$ cat src/rtl/commutation_sequencer.sv
// rtl/commutation_sequencer.sv - BLDC start-up / hall-synchronised commutation sequencer
// Drives step / force / power controls of a 6-step pattern generator through
// IDLE -> ALIGN -> RAMP (open loop) -> RUN (hall locked), with BRAKE and FAULT exits.
// Ports:
//   i_clk, i_rst_n                      clock, async active-low reset
//   i_enable, i_brake_req, i_dir        run request, brake request, direction
//   i_power_target                      requested power (clamped to K_NSUBSTEPS-1)
//   i_sensor_valid, i_sensor_step       hall decoder event pulse and decoded step
//   o_step_trigger                      advance one substep
//   o_force_step_trigger/_value         force-load step value, o_force_substep always 0
//   o_step_reverse, o_brake, o_power    latched direction, brake request, slewed power
//   o_state, o_fault                    sequencer state, sticky stall fault
module commutation_sequencer #(
  parameter int K_NSUBSTEPS    = 10,
  parameter int K_PERIOD_W     = 16,
  parameter int K_ALIGN_CYCLES = 1000,
  parameter int K_RAMP_START   = 2000,
  parameter int K_RAMP_END     = 200,
  parameter int K_RAMP_DEC     = 10,
  parameter int K_PWR_SLEW     = 64,
  parameter int K_STALL        = 4095,
  localparam int PW = $clog2(K_NSUBSTEPS)
) (
  input  logic          i_clk,
  input  logic          i_rst_n,
  input  logic          i_enable,
  input  logic          i_brake_req,
  input  logic          i_dir,
  input  logic [PW-1:0] i_power_target,
  input  logic          i_sensor_valid,
  input  logic [2:0]    i_sensor_step,
  output logic          o_step_trigger,
  output logic          o_force_step_trigger,
  output logic [2:0]    o_force_step_value,
  output logic [PW-1:0] o_force_substep,
  output logic          o_step_reverse,
  output logic          o_brake,
  output logic [PW-1:0] o_power,
  output logic [2:0]    o_state,
  output logic          o_fault
);

  localparam int AW = $clog2(K_ALIGN_CYCLES + 1);
  localparam int SW = (K_PWR_SLEW > 1) ? $clog2(K_PWR_SLEW) : 1;

  localparam logic [2:0] S_IDLE  = 3'd0;
  localparam logic [2:0] S_ALIGN = 3'd1;
  localparam logic [2:0] S_RAMP  = 3'd2;
  localparam logic [2:0] S_RUN   = 3'd3;
  localparam logic [2:0] S_BRAKE = 3'd4;
  localparam logic [2:0] S_FAULT = 3'd5;

  localparam logic [PW-1:0]         SUB_LAST   = PW'(K_NSUBSTEPS - 1);
  localparam logic [AW-1:0]         ALIGN_LAST = AW'(K_ALIGN_CYCLES - 1);
  localparam logic [SW-1:0]         SLEW_LAST  = SW'(K_PWR_SLEW - 1);
  localparam logic [K_PERIOD_W-1:0] P_START    = K_PERIOD_W'(K_RAMP_START);
  localparam logic [K_PERIOD_W-1:0] P_END      = K_PERIOD_W'(K_RAMP_END);
  localparam logic [K_PERIOD_W-1:0] P_DEC      = K_PERIOD_W'(K_RAMP_DEC);
  localparam logic [K_PERIOD_W-1:0] P_ONE      = K_PERIOD_W'(1);
  localparam logic [K_PERIOD_W-1:0] P_STALL    = K_PERIOD_W'(K_STALL);

  logic [2:0]            state_q, state_d;
  logic                  dir_q, dir_d;
  logic [AW-1:0]         align_q, align_d;
  logic [K_PERIOD_W-1:0] period_q, period_d;
  logic [K_PERIOD_W-1:0] tmr_q, tmr_d;
  logic [PW-1:0]         pcnt_q, pcnt_d;
  logic [1:0]            lock_q, lock_d;
  logic [2:0]            last_q, last_d;
  logic [K_PERIOD_W-1:0] intv_q, intv_d;
  logic [PW-1:0]         presc_q, presc_d;
  logic [SW-1:0]         slew_q, slew_d;
  logic [PW-1:0]         power_q, power_d;
  logic                  step_q, step_d;
  logic                  force_q, force_d;
  logic [2:0]            fval_q, fval_d;
  logic                  brake_q, brake_d;
  logic                  fault_q, fault_d;

  logic                  sens_ok;
  logic                  tmr_hit;
  logic [2:0]            succ;
  logic [1:0]            lock_n;
  logic [PW-1:0]         tgt;
  logic [K_PERIOD_W-1:0] period_dec;
  logic [K_PERIOD_W-1:0] intv_inc;

  function automatic logic is_active(input logic [2:0] s);
    return (s == S_ALIGN) || (s == S_RAMP) || (s == S_RUN);
  endfunction

  // Hall codes 6/7 are treated as if no event happened.
  assign sens_ok    = i_sensor_valid && (i_sensor_step < 3'd6);
  assign tmr_hit    = (tmr_q >= period_q - P_ONE);
  assign tgt        = (i_power_target > SUB_LAST) ? SUB_LAST : i_power_target;
  assign period_dec = (int'(period_q) - K_RAMP_DEC > K_RAMP_END) ? period_q - P_DEC : P_END;
  // Interval value including this cycle's prescaler wrap, so a sensor event
  // sees the full elapsed count rather than one less.
  assign intv_inc   = ((presc_q == SUB_LAST) && (intv_q != '1)) ? intv_q + P_ONE : intv_q;
  assign succ       = dir_q ? ((last_q == 3'd0) ? 3'd5 : last_q - 3'd1)
                            : ((last_q == 3'd5) ? 3'd0 : last_q + 3'd1);

  always_comb begin
    state_d  = state_q;
    dir_d    = dir_q;
    align_d  = align_q;
    period_d = period_q;
    tmr_d    = tmr_q;
    pcnt_d   = pcnt_q;
    lock_d   = lock_q;
    last_d   = last_q;
    intv_d   = intv_q;
    presc_d  = presc_q;
    slew_d   = slew_q;
    power_d  = power_q;
    step_d   = 1'b0;
    force_d  = 1'b0;
    fval_d   = fval_q;
    brake_d  = 1'b0;
    fault_d  = fault_q;
    lock_n   = lock_q;

    if (state_q == S_IDLE) begin
      if (i_enable && !i_brake_req) begin
        state_d = S_ALIGN;
        dir_d   = i_dir;
        force_d = 1'b1;
        fval_d  = 3'd0;
        align_d = '0;
      end
    end else if (i_brake_req) begin
      state_d = S_BRAKE;
    end else if (!i_enable) begin
      state_d = S_IDLE;
    end else if ((state_q == S_RUN) && (intv_q >= P_STALL)) begin
      state_d = S_FAULT;
    end else begin
      case (state_q)
        S_ALIGN: begin
          if (align_q == ALIGN_LAST) begin
            state_d  = S_RAMP;
            period_d = P_START;
            tmr_d    = '0;
            pcnt_d   = '0;
            lock_d   = 2'd0;
          end else begin
            align_d = align_q + 1'b1;
          end
        end
        S_RAMP: begin
          // lock_q counts the length of the current successor chain (0 = none yet).
          if (sens_ok) begin
            if ((lock_q != 2'd0) && (i_sensor_step == succ))
              lock_n = (lock_q == 2'd3) ? 2'd3 : lock_q + 2'd1;
            else
              lock_n = 2'd1;
            lock_d = lock_n;
            last_d = i_sensor_step;
          end
          if (sens_ok && (lock_n == 2'd3) && (period_q == P_END)) begin
            state_d = S_RUN;
            force_d = 1'b1;
            fval_d  = i_sensor_step;
            tmr_d   = '0;
            pcnt_d  = '0;
            intv_d  = '0;
            presc_d = '0;
          end else if (tmr_hit) begin
            step_d = 1'b1;
            tmr_d  = '0;
            if (pcnt_q == SUB_LAST) begin
              pcnt_d   = '0;
              period_d = period_dec;
            end else begin
              pcnt_d = pcnt_q + 1'b1;
            end
          end else begin
            tmr_d = tmr_q + P_ONE;
          end
        end
        S_RUN: begin
          if (sens_ok) begin
            force_d  = 1'b1;
            fval_d   = i_sensor_step;
            period_d = (intv_inc == '0) ? P_ONE : intv_inc;
            tmr_d    = '0;
            pcnt_d   = '0;
            intv_d   = '0;
            presc_d  = '0;
          end else begin
            intv_d  = intv_inc;
            presc_d = (presc_q == SUB_LAST) ? '0 : presc_q + 1'b1;
            if (tmr_hit) begin
              tmr_d = '0;
              // The last substep of a step is left to the next hall event.
              if (pcnt_q != SUB_LAST) begin
                step_d = 1'b1;
                pcnt_d = pcnt_q + 1'b1;
              end
            end else begin
              tmr_d = tmr_q + P_ONE;
            end
          end
        end
        default: ;
      endcase
    end

    if ((state_d == S_BRAKE) || (state_d == S_FAULT))
      brake_d = 1'b1;
    if (state_d == S_FAULT)
      fault_d = 1'b1;
    else if (state_d == S_IDLE)
      fault_d = 1'b0;

    // Slew runs only while staying inside the powered states; any exit zeroes power.
    if (is_active(state_q) && is_active(state_d)) begin
      if (slew_q == SLEW_LAST) begin
        slew_d = '0;
        if (power_q < tgt)
          power_d = power_q + 1'b1;
        else if (power_q > tgt)
          power_d = power_q - 1'b1;
      end else begin
        slew_d = slew_q + 1'b1;
      end
    end else begin
      slew_d  = '0;
      power_d = '0;
    end
  end

  always_ff @(posedge i_clk or negedge i_rst_n) begin
    if (!i_rst_n) begin
      state_q  <= S_IDLE;
      dir_q    <= 1'b0;
      align_q  <= '0;
      period_q <= P_START;
      tmr_q    <= '0;
      pcnt_q   <= '0;
      lock_q   <= 2'd0;
      last_q   <= 3'd0;
      intv_q   <= '0;
      presc_q  <= '0;
      slew_q   <= '0;
      power_q  <= '0;
      step_q   <= 1'b0;
      force_q  <= 1'b0;
      fval_q   <= 3'd0;
      brake_q  <= 1'b0;
      fault_q  <= 1'b0;
    end else begin
      state_q  <= state_d;
      dir_q    <= dir_d;
      align_q  <= align_d;
      period_q <= period_d;
      tmr_q    <= tmr_d;
      pcnt_q   <= pcnt_d;
      lock_q   <= lock_d;
      last_q   <= last_d;
      intv_q   <= intv_d;
      presc_q  <= presc_d;
      slew_q   <= slew_d;
      power_q  <= power_d;
      step_q   <= step_d;
      force_q  <= force_d;
      fval_q   <= fval_d;
      brake_q  <= brake_d;
      fault_q  <= fault_d;
    end
  end

  assign o_step_trigger       = step_q;
  assign o_force_step_trigger = force_q;
  assign o_force_step_value   = fval_q;
  assign o_force_substep      = '0;
  assign o_step_reverse       = dir_q;
  assign o_brake              = brake_q;
  assign o_power              = power_q;
  assign o_state              = state_q;
  assign o_fault              = fault_q;

endmodule

$ cat config.mk
export PLATFORM = sky130hd
export DESIGN_NAME = commutation_sequencer
export DESIGN_NICKNAME = d
export VERILOG_FILES = /design/src/rtl/commutation_sequencer.sv
export SDC_FILE = /design/constraint.sdc
export NUM_CORES = 1
export LEC_CHECK = 0
export BUFFER_PORTS_ARGS = -buffer_cell sky130_fd_sc_hd__buf_4
export CELL_PAD_IN_SITES_DETAIL_PLACEMENT = 1
export CELL_PAD_IN_SITES_GLOBAL_PLACEMENT = 1
export CORE_ASPECT_RATIO = 0.7
export CORE_MARGIN = 2
export CORE_UTILIZATION = 44
export DETAILED_ROUTE_END_ITERATION = 6
export PLACE_DENSITY_LB_ADDON = 0.1
export SETUP_SLACK_MARGIN = 0.1
export SYNTH_ARGS = -nofsm -noshare
export SYNTH_HDL_FRONTEND = slang
export SYNTH_SLANG_ARGS = --single-unit
$ cat constraint.sdc
create_clock -name i_clk -period 4.2 [get_ports i_clk]
set_clock_uncertainty 0.1 [all_clocks]
set_input_delay 0.42 -clock i_clk [delete_from_list [all_inputs] [get_ports i_clk]]
set_output_delay 0.42 -clock i_clk [all_outputs]
set_load 0.03 [all_outputs]
==> results.toml <==
[die]
die_width_um = 152
die_h_um = 107
core_area_um2 = 14800
num_rows = 37
fp.dieArea_um2 = 16300
ioPinCount = 32
start_util_pct = 45.4

[power_and_ir_drop]
switchingPower_mw = 0.527
p_comb_share_pct = 9.3
pwr-share-seq_pct = 48.7
ir_drop_mv = 0.177
intPower_mw = 1.38
pwr_density_cell_nw_per_um2 = 256
p_leak_nw = 3.21
swShare_pct = 27.7
p_total_mw = 1.90
pwr-share-clk_pct = 42.0

[place]
portBuffers = 27
placed_area_um2 = 7090
gp_congestion = 0.831
hpwl_um = 14000

[cts]
numCtsBuffers = 9
htreeDepth = 3
cts_setup_buffers = 0
hold_buffers = 0
cts_sinks = 92
root_buffer = "clkbuf_16"
cts_tree = "done"
clk_pin_slew_worst_paths_ns = 0.08
clk_path_buf_depth = 2
clkLatencyLatePin_ns = 0.36

[outcome]
outcome = "finished clean"

[layout]
fin_area_um2 = 7430
drive_gt1_share_pct = 14.1
diodes = 0
area.sequential_um2 = 2310
areaGrowthSynthToFinish_pct = 10.4
multi_input_area_um2 = 4140
utilization_pct = 50.2
nNetsFinal = 837
fillCellCount = 1751

[critical_path]
critPathMaxFanout = 13
worstPathRequired_ns = 4.35
worst-r2r-cell-count = 12
worst_setup_path_end_kind = "flop"
critical_path.endpoint = "tmr_q[5]$_DFFE_PN0P_"
r2r_start = "period_q[11]$_DFFE_PN0P_"
crit_type = "reg2reg"
rr_endpoint = "tmr_q[5]$_DFFE_PN0P_"
crit_path_start_kind = "flop"
crit_chain = "nor4_4 > or2b_1 > nor2_1 > nand2_1 > xor2_1 > ha_1 > and4_1 > a221o_1 > a31o_2 > or3_4 > a21o_4 > o41ai_2"
critical_path.startpoint = "period_q[11]$_DFFE_PN0P_"
cp_top_family = "simple AND/OR/NAND/NOR gates"
arrival_ns = 4.00
cpMaxStageDelayCell = "dfrtp_1"
cpPeakStageDelay_ns = 0.51
timing.reg2reg.setup_slack_ns = 0.35
crit_cells = 12
critPathBufInv = 0

[global_route]
grt_pass1_vias = 6032
antenna_found_initial = 0
grt_use_total_pct = 23.8
grt_max_degree = 74
gr-total-overflow = 0
grt_first_pass_wirelength_um = 31800

[sta]
final_hold_viol_count = 0
whs_ns = 0.0994
tightest_slew_ns = 0.977
fin_crit_ns = 3.85
max_freq_mhz = 260
setup_tns_ns = 0
finalCritPeriodShare_pct = 91.6
slew-limit-headroom_pct = 34.9
slew_violations = 0
setup_viol = 0
rsz0062_at_grt = "no"

[yosys]
synthArstFlopShare_pct = 100
yosysMostFrequentCell = "dfrtp_1"
ys_top_cells_by_area = "dfrtp_1 32%, ha_1 6.5%, nand2_1 4.4%"
synth_top_area_share_pct = 32.0
yosysTopAreaCell = "dfrtp_1"
postSynthAreaPerCell_um2 = 8.71
yosys_register_bits = 92
synth-main-ff-cell = "dfrtp_1"
synthTopCellsByCount = "86 x dfrtp_1, 79 x nand2_1, 65 x nor2_1"
synth_edf_count = 0
synthCells = 773
seq_area_frac_synth_pct = 34.3
synthDistinctLibCells = 77
synth_area_um2 = 6730
yosysWarnings = 0

[route]
postRouteAntennaNets = 0
wl_per_cell_um = 19.1
drc = 0
routed_wl_um = 18900
viasPerCell = 5.97
drt_iter0_drc = 293
via_count = 5898
first_pass_iters = 5

[run]
drv_cap = 0

[hold_path]
min_path_type = "in2async"
[timing repair]
| action | 4_1_cts | 5_1_grt |
|---|---|---|
| hold endpoints to repair | 0 | 0 |
| pin swaps | 0 | 1 |
| gates cloned | 0 | 1 |
| setup endpoints to repair | 16 | 33 |
| gates resized for setup | 3 | 7 |
[flip-flops by register name, summed over array words and instances, names as in the netlist, 2 cells and up]
name,count
align_q,10
tmr_q,16
o_power,4
intv_q,16
slew_q,6
lock_q,2
period_q,16
o_force_step_value,3
presc_q,4
last_q,3
o_state,3
pcnt_q,4
[worst register-to-register path, cell delays in order, from the launching register on]
cell and delay, ns:
dfrtp_1 0.51, nor4_4 0.34, or2b_1 0.34, nor2_1 0.19
nand2_1 0.09, xor2_1 0.15, ha_1 0.32, and4_1 0.20
a221o_1 0.33, a31o_2 0.25, or3_4 0.37, a21o_4 0.26
o41ai_2 0.31
[area by class of cell]
cell class                 count  area share (%)
clock buffer                   9            3.03
inverter                      23            1.16
tap                          195            3.28
sequential                    92            31.1
multi-input combinational    613            55.7
timing repair buffer          49            4.95
clock inverter                 7           0.808
[layout by cell type, fill, tap and decap left out, types with 4 or more instances in the layout]
master,n
a31oi_1,5
o211ai_1,8
o221ai_1,4
a21oi_1,26
or4_1,7
a21o_1,13
clkbuf_16,9
a22o_1,13
xor2_1,14
mux2i_1,7
nor4_4,4
a211oi_1,4
inv_1,21
o21bai_1,12
o31ai_1,13
conb_1,4
a31o_2,6
o21ai_0,55
nor3b_1,13
nor2_1,65
nand4_1,10
dfrtp_1,85
nand2_1,78
nor4_1,4
o32ai_1,6
dfstp_2,6
and2_1,14
nor2b_1,9
xnor2_1,30
o21ai_1,5
nor3_1,16
nand2b_1,12
or3_1,10
mux2_2,5
ha_1,35
and3_1,14
nand3_1,24
buf_4,49
[kinds of logic after synthesis]
group | synth area share [%]
compound gates | 21.1
xor+xnor | 5.72
fa+ha+maj | 6.80
buf+inv | 5.22
flops | 34.3
mux | 1.88
other cells | 0.0557
simple gates | 24.9
[how the worst min path moves through the flow]
stage	end	slack [ns]
finish	align_q[7]$_DFFE_PN0P_	0.1
global route	align_q[9]$_DFFE_PN0P_	0.18
CTS	align_q[9]$_DFFE_PN0P_	0.14
detailed placement	slew_q[0]$_DFF_PN0_	0.36
global placement	slew_q[0]$_DFF_PN0_	0.35
floorplan	align_q[0]$_DFFE_PN0P_	0.02
[layer usage]
metal	GRT usage (%)	routed length [um]
met5	0	0
met4	4.94	197
met3	3.99	540
met2	39.3	8720
met1	33.1	9430
[power by group through the flow]
| stage | sequential (mW) | clock, mW | combinational, mW |
|---|---|---|---|
| after CTS | 0.927 | 0.817 | 0.180 |
| after detailed placement | 0.945 | 0 | 0.178 |
| after global placement | 0.942 | 0 | 0.171 |
| after global routing | 0.931 | 0.852 | 0.195 |
| final | 0.928 | 0.799 | 0.177 |
| after floorplan | 0.950 | 0 | 0.0981 |
[stage by stage]
stage,std cells,setup slack (ns)
6_report,988,0.351
4_1_cts,987,0.143
3_5_place_dp,971,-0.161
2_1_floorplan,776,0.208
3_3_place_gp,971,0.0988
5_1_grt,988,0.101
No activity file was read; power rests on OpenSTA's default activity.
